File: config.mk
export PLATFORM = sky130hd
export DESIGN_NAME = lab01_input_sequencer_flat
export DESIGN_NICKNAME = d
export VERILOG_FILES = /design/src/rtl/lab01_input_sequencer_if.sv /design/src/rtl/lab01_input_sequencer.sv /design/src/flat_wrapper.sv
export SDC_FILE = /design/constraint.sdc
export NUM_CORES = 1
export LEC_CHECK = 0
export CORE_MARGIN = 5
export CORE_UTILIZATION = 40
export CTS_CLUSTER_SIZE = 40
export DETAILED_ROUTE_END_ITERATION = 7
export PLACE_DENSITY = 0.66
export RECOVER_POWER = 25
export SYNTH_ARGS = -nofsm -noshare
export SYNTH_HDL_FRONTEND = slang
export SYNTH_SLANG_ARGS = --single-unit
File: constraint.sdc
create_clock -name clk -period 3.6 [get_ports clk]
set_input_delay 0.72 -clock clk [delete_from_list [all_inputs] [get_ports clk]]
set_output_delay 0.72 -clock clk [all_outputs]
set_load 0.1 [all_outputs]
File: src/rtl/lab01_input_sequencer_if.sv
// rtl/lab01_input_sequencer_if.sv - stimulus/response bundle between board-side logic and the input sequencer
// Optional SELF_CHECK_EN adds the mismatch flag and counter.
interface lab01_input_sequencer_if;
  logic [3:0]  sw;
  logic        btn_step;
  logic        mode;
  logic [3:0]  resp_in;
  logic [3:0]  abcd;
  logic [3:0]  vec_idx;
  logic        busy;
  logic        done;
  logic [63:0] resp_table;
`ifdef SELF_CHECK_EN
  logic        mismatch;
  logic [4:0]  mismatch_cnt;

  modport master (
    output sw, btn_step, mode, resp_in,
    input  abcd, vec_idx, busy, done, resp_table, mismatch, mismatch_cnt
  );
  modport slave (
    input  sw, btn_step, mode, resp_in,
    output abcd, vec_idx, busy, done, resp_table, mismatch, mismatch_cnt
  );
`else
  modport master (
    output sw, btn_step, mode, resp_in,
    input  abcd, vec_idx, busy, done, resp_table
  );
  modport slave (
    input  sw, btn_step, mode, resp_in,
    output abcd, vec_idx, busy, done, resp_table
  );
`endif
endinterface

File: src/rtl/lab01_input_sequencer.sv
// rtl/lab01_input_sequencer.sv - manual/sweep stimulus driver for the 4-in/4-out decoder with response capture
// Define SELF_CHECK_EN to add the golden-model comparator (mismatch, mismatch_cnt).
module lab01_input_sequencer #(
  parameter int DEBOUNCE_CYCLES = 4,
  parameter int TICK_DIV        = 8
) (
  input  logic                    clk,
  input  logic                    rst,
  lab01_input_sequencer_if.slave  bus_io
);

  localparam int         DB_W      = $clog2(DEBOUNCE_CYCLES + 1);
  localparam logic [DB_W-1:0] DB_LAST = DB_W'(DEBOUNCE_CYCLES - 1);
  localparam logic [7:0] TICK_LAST = 8'(TICK_DIV - 1);

  typedef enum logic [1:0] {S_IDLE, S_DRIVE, S_CAPTURE, S_DONE} state_t;

  logic            sync1_q, sync2_q;
  logic            level_q, level_prev_q;
  logic            step_pulse_q;
  logic [DB_W-1:0] db_cnt_q;

  state_t      state_q, state_d;
  logic [3:0]  abcd_q, abcd_d;
  logic [3:0]  vec_idx_q, vec_idx_d;
  logic [7:0]  tick_q, tick_d;
  logic [63:0] table_q, table_d;
  logic        busy, done;

`ifdef SELF_CHECK_EN
  logic       mismatch_q, mismatch_d;
  logic [4:0] mismatch_cnt_q, mismatch_cnt_d;

  function automatic logic [3:0] golden(input logic [3:0] v);
    logic a, b, c, d;
    {a, b, c, d} = v;
    golden = {a | (b & d) | (b & c),
              b & ~c,
              b | c,
              (a & ~d) | (b & c & d) | (~b & c & ~d) | (~a & ~b & ~c & d)};
  endfunction
`endif

  // Level changes only after DEBOUNCE_CYCLES consecutive disagreeing samples; pulse lags the rise by one cycle.
  always_ff @(posedge clk or posedge rst) begin
    if (rst) begin
      sync1_q      <= 1'b0;
      sync2_q      <= 1'b0;
      level_q      <= 1'b0;
      level_prev_q <= 1'b0;
      step_pulse_q <= 1'b0;
      db_cnt_q     <= '0;
    end else begin
      sync1_q      <= bus_io.btn_step;
      sync2_q      <= sync1_q;
      level_prev_q <= level_q;
      step_pulse_q <= level_q & ~level_prev_q;
      if (sync2_q == level_q) begin
        db_cnt_q <= '0;
      end else if (db_cnt_q == DB_LAST) begin
        level_q  <= sync2_q;
        db_cnt_q <= '0;
      end else begin
        db_cnt_q <= db_cnt_q + 1'b1;
      end
    end
  end

  always_ff @(posedge clk or posedge rst) begin
    if (rst) begin
      state_q   <= S_IDLE;
      abcd_q    <= '0;
      vec_idx_q <= '0;
      tick_q    <= '0;
      table_q   <= '0;
`ifdef SELF_CHECK_EN
      mismatch_q     <= 1'b0;
      mismatch_cnt_q <= '0;
`endif
    end else begin
      state_q   <= state_d;
      abcd_q    <= abcd_d;
      vec_idx_q <= vec_idx_d;
      tick_q    <= tick_d;
      table_q   <= table_d;
`ifdef SELF_CHECK_EN
      mismatch_q     <= mismatch_d;
      mismatch_cnt_q <= mismatch_cnt_d;
`endif
    end
  end

  always_comb begin
    state_d   = state_q;
    abcd_d    = abcd_q;
    vec_idx_d = vec_idx_q;
    tick_d    = tick_q;
    table_d   = table_q;
`ifdef SELF_CHECK_EN
    mismatch_d     = mismatch_q;
    mismatch_cnt_d = mismatch_cnt_q;
`endif
    case (state_q)
      S_IDLE: begin
        if (!bus_io.mode) begin
          abcd_d = bus_io.sw;
        end else if (step_pulse_q) begin
          state_d   = S_DRIVE;
          vec_idx_d = 4'd0;
          abcd_d    = 4'd0;
          tick_d    = 8'd0;
`ifdef SELF_CHECK_EN
          mismatch_d     = 1'b0;
          mismatch_cnt_d = 5'd0;
`endif
        end
      end
      S_DRIVE: begin
        if (!bus_io.mode) begin
          state_d = S_IDLE;
        end else if (tick_q == TICK_LAST) begin
          state_d = S_CAPTURE;
        end else begin
          tick_d = tick_q + 8'd1;
        end
      end
      S_CAPTURE: begin
        // An abort wins over the capture, so the slot under test keeps its previous value.
        if (!bus_io.mode) begin
          state_d = S_IDLE;
        end else begin
          table_d[{vec_idx_q, 2'b00} +: 4] = bus_io.resp_in;
`ifdef SELF_CHECK_EN
          if (golden(abcd_q) != bus_io.resp_in) begin
            mismatch_d = 1'b1;
            if (mismatch_cnt_q != 5'd31) mismatch_cnt_d = mismatch_cnt_q + 5'd1;
          end
`endif
          if (vec_idx_q == 4'hF) begin
            state_d = S_DONE;
          end else begin
            state_d   = S_DRIVE;
            vec_idx_d = vec_idx_q + 4'd1;
            abcd_d    = vec_idx_q + 4'd1;
            tick_d    = 8'd0;
          end
        end
      end
      S_DONE: begin
        if (!bus_io.mode || step_pulse_q) state_d = S_IDLE;
      end
      default: state_d = S_IDLE;
    endcase
  end

  always_comb begin
    busy = 1'b0;
    done = 1'b0;
    case (state_q)
      S_DRIVE, S_CAPTURE: busy = 1'b1;
      S_DONE:             done = 1'b1;
      default: ;
    endcase
  end

  assign bus_io.abcd       = abcd_q;
  assign bus_io.vec_idx    = vec_idx_q;
  assign bus_io.busy       = busy;
  assign bus_io.done       = done;
  assign bus_io.resp_table = table_q;
`ifdef SELF_CHECK_EN
  assign bus_io.mismatch     = mismatch_q;
  assign bus_io.mismatch_cnt = mismatch_cnt_q;
`endif

endmodule

File: src/flat_wrapper.sv
// flat-port wrapper written by rule: the top's interface ports become plain ports
module lab01_input_sequencer_flat 
#(
  parameter int DEBOUNCE_CYCLES = 4,
  parameter int TICK_DIV        = 8
)
  (clk, rst, bus_io_sw, bus_io_btn_step, bus_io_mode, bus_io_resp_in, bus_io_abcd, bus_io_vec_idx, bus_io_busy, bus_io_done, bus_io_resp_table);
  lab01_input_sequencer_if bus_io_i ();
  input  logic clk;
  input  logic rst;
  input wire logic [$bits(bus_io_i.sw)-1:0] bus_io_sw;
  input wire logic [$bits(bus_io_i.btn_step)-1:0] bus_io_btn_step;
  input wire logic [$bits(bus_io_i.mode)-1:0] bus_io_mode;
  input wire logic [$bits(bus_io_i.resp_in)-1:0] bus_io_resp_in;
  output wire logic [$bits(bus_io_i.abcd)-1:0] bus_io_abcd;
  output wire logic [$bits(bus_io_i.vec_idx)-1:0] bus_io_vec_idx;
  output wire logic [$bits(bus_io_i.busy)-1:0] bus_io_busy;
  output wire logic [$bits(bus_io_i.done)-1:0] bus_io_done;
  output wire logic [$bits(bus_io_i.resp_table)-1:0] bus_io_resp_table;
  assign bus_io_i.sw = bus_io_sw;
  assign bus_io_i.btn_step = bus_io_btn_step;
  assign bus_io_i.mode = bus_io_mode;
  assign bus_io_i.resp_in = bus_io_resp_in;
  assign bus_io_abcd = bus_io_i.abcd;
  assign bus_io_vec_idx = bus_io_i.vec_idx;
  assign bus_io_busy = bus_io_i.busy;
  assign bus_io_done = bus_io_i.done;
  assign bus_io_resp_table = bus_io_i.resp_table;
  lab01_input_sequencer #(.DEBOUNCE_CYCLES(DEBOUNCE_CYCLES), .TICK_DIV(TICK_DIV)) u_core (.clk(clk), .rst(rst), .bus_io(bus_io_i));
endmodule
==> summary.txt <==
Global route
  • Total grt overflow: 0
  • Vias in the first global route: 3011
  • GR peak layer: met2
  • Initial antenna violation count: 0
  • Met3 Use GR: 3.33%
  • First-pass GRT wire length: 15.4 mm
  • Overall routing resource usage: 15.0%
  • Grt met1 use: 20.6%
  • Met2 Usage GRT: 24.1%
  • Largest net degree at the start of global routing: 48

Detailed routing
  • Post-route ant nets: 0
  • First-pass iteration count of the detailed router: 4
  • WL per Instance: 16.6 um
  • Post-Route WL: 9.18 mm
  • DRC errors left: 0
  • Routed vias/inst: 5.20
  • DR vias: 2882
  • DR iter-0 viols: 155

Die
  • Die X: 111 um
  • Full die area: 12300 um^2
  • Die Height: 111 um
  • Initial cell density of the core: 40.3%
  • Rows: 37
  • IO Count: 86
  • Core Footprint: 10100 um^2

CTS
  • Clock slew at reported path FFs: 0.09 ns
  • Post_cts resized: 0
  • CTS tree: done
  • Clock sink total: 90
  • Root buf cell: clkbuf_8
  • Htree depth: 3
  • Cts hold-fix bufs: 0
  • Clk Latency, worst-skew pair: 0.34 ns
  • CTS Buf Count: 9
  • Clock buffer depth: 2
  • Post-CTS Repair Setup Buffers: 0

Final layout
  • Finished Cell Area: 5270 um^2
  • Filler cells: 887
  • Final std cells w/o fill: 554
  • Most frequent cells in the layout: 90 x dfrtp_1, 77 x clkdlybuf4s50_1, 64 x mux2_2
  • # diodes: 0
  • Commonest non-fill, non-tap cell in the layout: dfrtp_1
  • Area growth, synth to finish: 28.9%
  • Share of cells above drive strength 1: 23.0%
  • Final #Nets: 436

Timing
  • Setup TNS: 0 ns
  • Final slew viol count: 44
  • Final Setup Violations: 0
  • Slew @ Worst Pin: 1.92 ns
  • Hold Vio Cnt, Final: 0
  • Final clock period utilization by the worst path: 77.0%
  • Final min period: 2.77 ns
  • RSZ-0062 raised after global routing: no
  • Max-slew headroom: -28.6%
  • Clock Skew: 0.0140 ns
  • Highest Clock Rate: 361 MHz

Synth
  • Seq/Total Area, Yosys: 55.1%
  • Top-area cell type share of the netlist area: 55.1%
  • Synthesized cell area: 4090 um^2
  • Leading area contributor after synthesis: dfrtp_1
  • Mapped Nets: 348
  • Gate Count Post-Synth: 325
  • Area contributors post-synth: dfrtp_1 55%, mux2_2 18%, ha_1 3.4%
  • Yosys cell types: 48
  • Post-synth ARST share: 100%
  • Post-synthesis register bit count: 90
  • Syn_area_per_cell: 12.6 um^2
  • EDFF count, synth: 0
  • YS warnings: 0
  • Main synth FF type: dfrtp_1

Pwr
  • P_leak: 2.40 nW
  • Pwr per Cell Area: 663 nW/um^2
  • Peak VDD IR: 0.421 mV

Min path
  • HP Class: flip-flop to flip-flop

Placement
  • Placed insts: 538
  • Placed Area: 5070 um^2
  • RD Place Congestion: 0.829
  • PortBufs: 85
  • Dpl hpwl: 6.71 mm

Worst setup path
  • Critical Path Source Type: flip-flop
  • Critical path type: flip-flop to flip-flop
  • Top fanout value on the critical path: 16
  • Crit path required time: 3.83 ns
  • CP Data Arrival Time: 3.00 ns
  • CP Capture Type: flip-flop

Outcome
  • Failing checks: max-capacitance violations, max-slew violations
  • Status: finished, violations left

Run
  • Max Cap Viol: 1
[worst paths after layout]
path                       cells past startpoint                           end                startpoint  slack, ns
setup / recovery                               5   u_core.bus_io.resp_table[2]  u_core.bus_io.vec_idx[0]       0.83
hold / removal                                 0                u_core.sync2_q            u_core.sync1_q       0.36
setup reg to reg                               5   u_core.bus_io.resp_table[2]  u_core.bus_io.vec_idx[0]       0.83
hold reg to reg                                0                u_core.sync2_q            u_core.sync1_q       0.36
max in group asynchronous                      3  u_core.bus_io.resp_table[30]                       rst       1.37
min in group asynchronous                      2  u_core.bus_io.resp_table[56]                       rst       1.32
[per-stage QoR]
stage / utilization [%] / power, mW / hold WS, ns / setup WS, ns
floorplan: - / 2.48 / 0.331 / 0.545
global placement: 50.1 / 2.80 / 0.334 / 0.709
detailed placement: 50.1 / 2.84 / 0.343 / 0.654
CTS: 52.0 / 3.52 / 0.365 / 0.843
global route: 52.0 / 3.67 / 0.375 / 0.694
finish: 52.0 / 3.49 / 0.363 / 0.828
[registers in the layout (all words and copies together), names as in the netlist]
signal	count
u_core.bus_io.resp_table	64
u_core.level_prev_q	1
u_core.sync1_q	1
u_core.bus_io.vec_idx	4
u_core.bus_io.abcd	4
u_core.sync2_q	1
u_core.state_q	2
u_core.db_cnt_q	3
u_core.level_q	1
u_core.step_pulse_q	1
u_core.tick_q	8
[synthesized netlist by cell type (2+ instances only)]
cell and n:
dfrtp_1 90, mux2_2 64, nand2_1 17, nor2_1 13
a21oi_1 11, ha_1 11, nand3_1 11, inv_1 10
o21ai_0 9, and2_1 7, and3_1 6, clkbuf_1 5
nand4_1 5, nor2b_1 5, mux2_4 4, nor3_1 4
o31ai_1 4, a211o_1 3, a22o_1 3, buf_2 3
nand2b_1 3, nor3b_1 3, or3_1 3, a21oi_2 2
a2bb2oi_1 2, a31oi_1 2, mux2i_1 2, o2111ai_1 2
xnor2_1 2
[routing by layer]
metal | wire length (um) | up-vias
li1 | - | 1353
met1 | 4440 | 1446
met2 | 4280 | 74
met3 | 379 | 9
met4 | 72 | 0
met5 | 0 | -
[final cells by class]
cell class	instances	area (um^2)	share of cell area [%]
Multi-Input combinational cell	216	1760	33.4
Clock buffer	10	128	2.42
Clock inverter	6	66.3	1.26
Timing Repair Buffer	86	856	16.2
Inverter	10	38.8	0.736
Tap cell	136	170	3.23
Sequential cell	90	2250	42.7
[critical path, cell delays in order (launching register included)]
cell	delay, ns
dfrtp_1	0.68
inv_1	0.30
ha_1	0.50
nand3b_4	0.23
or4_1	0.62
mux2_4	0.34
[power by group]
part | switching (mW) | internal [mW]
combinational | 1.10 | 0.442
sequential | 0.136 | 1.14
clock | 0.353 | 0.323
[logic make-up after synthesis]
logic type                 synth area share [%]
and+or+nand+nor                            11.6
DFF                                        55.1
AOI/OAI and AO/OA                          7.99
xor gates and xnor gates                  0.428
adders and majority gates                  3.37
muxes                                      19.6
buffers and inverters                      1.93
Note: power is estimated with default switching activity, not from simulation.
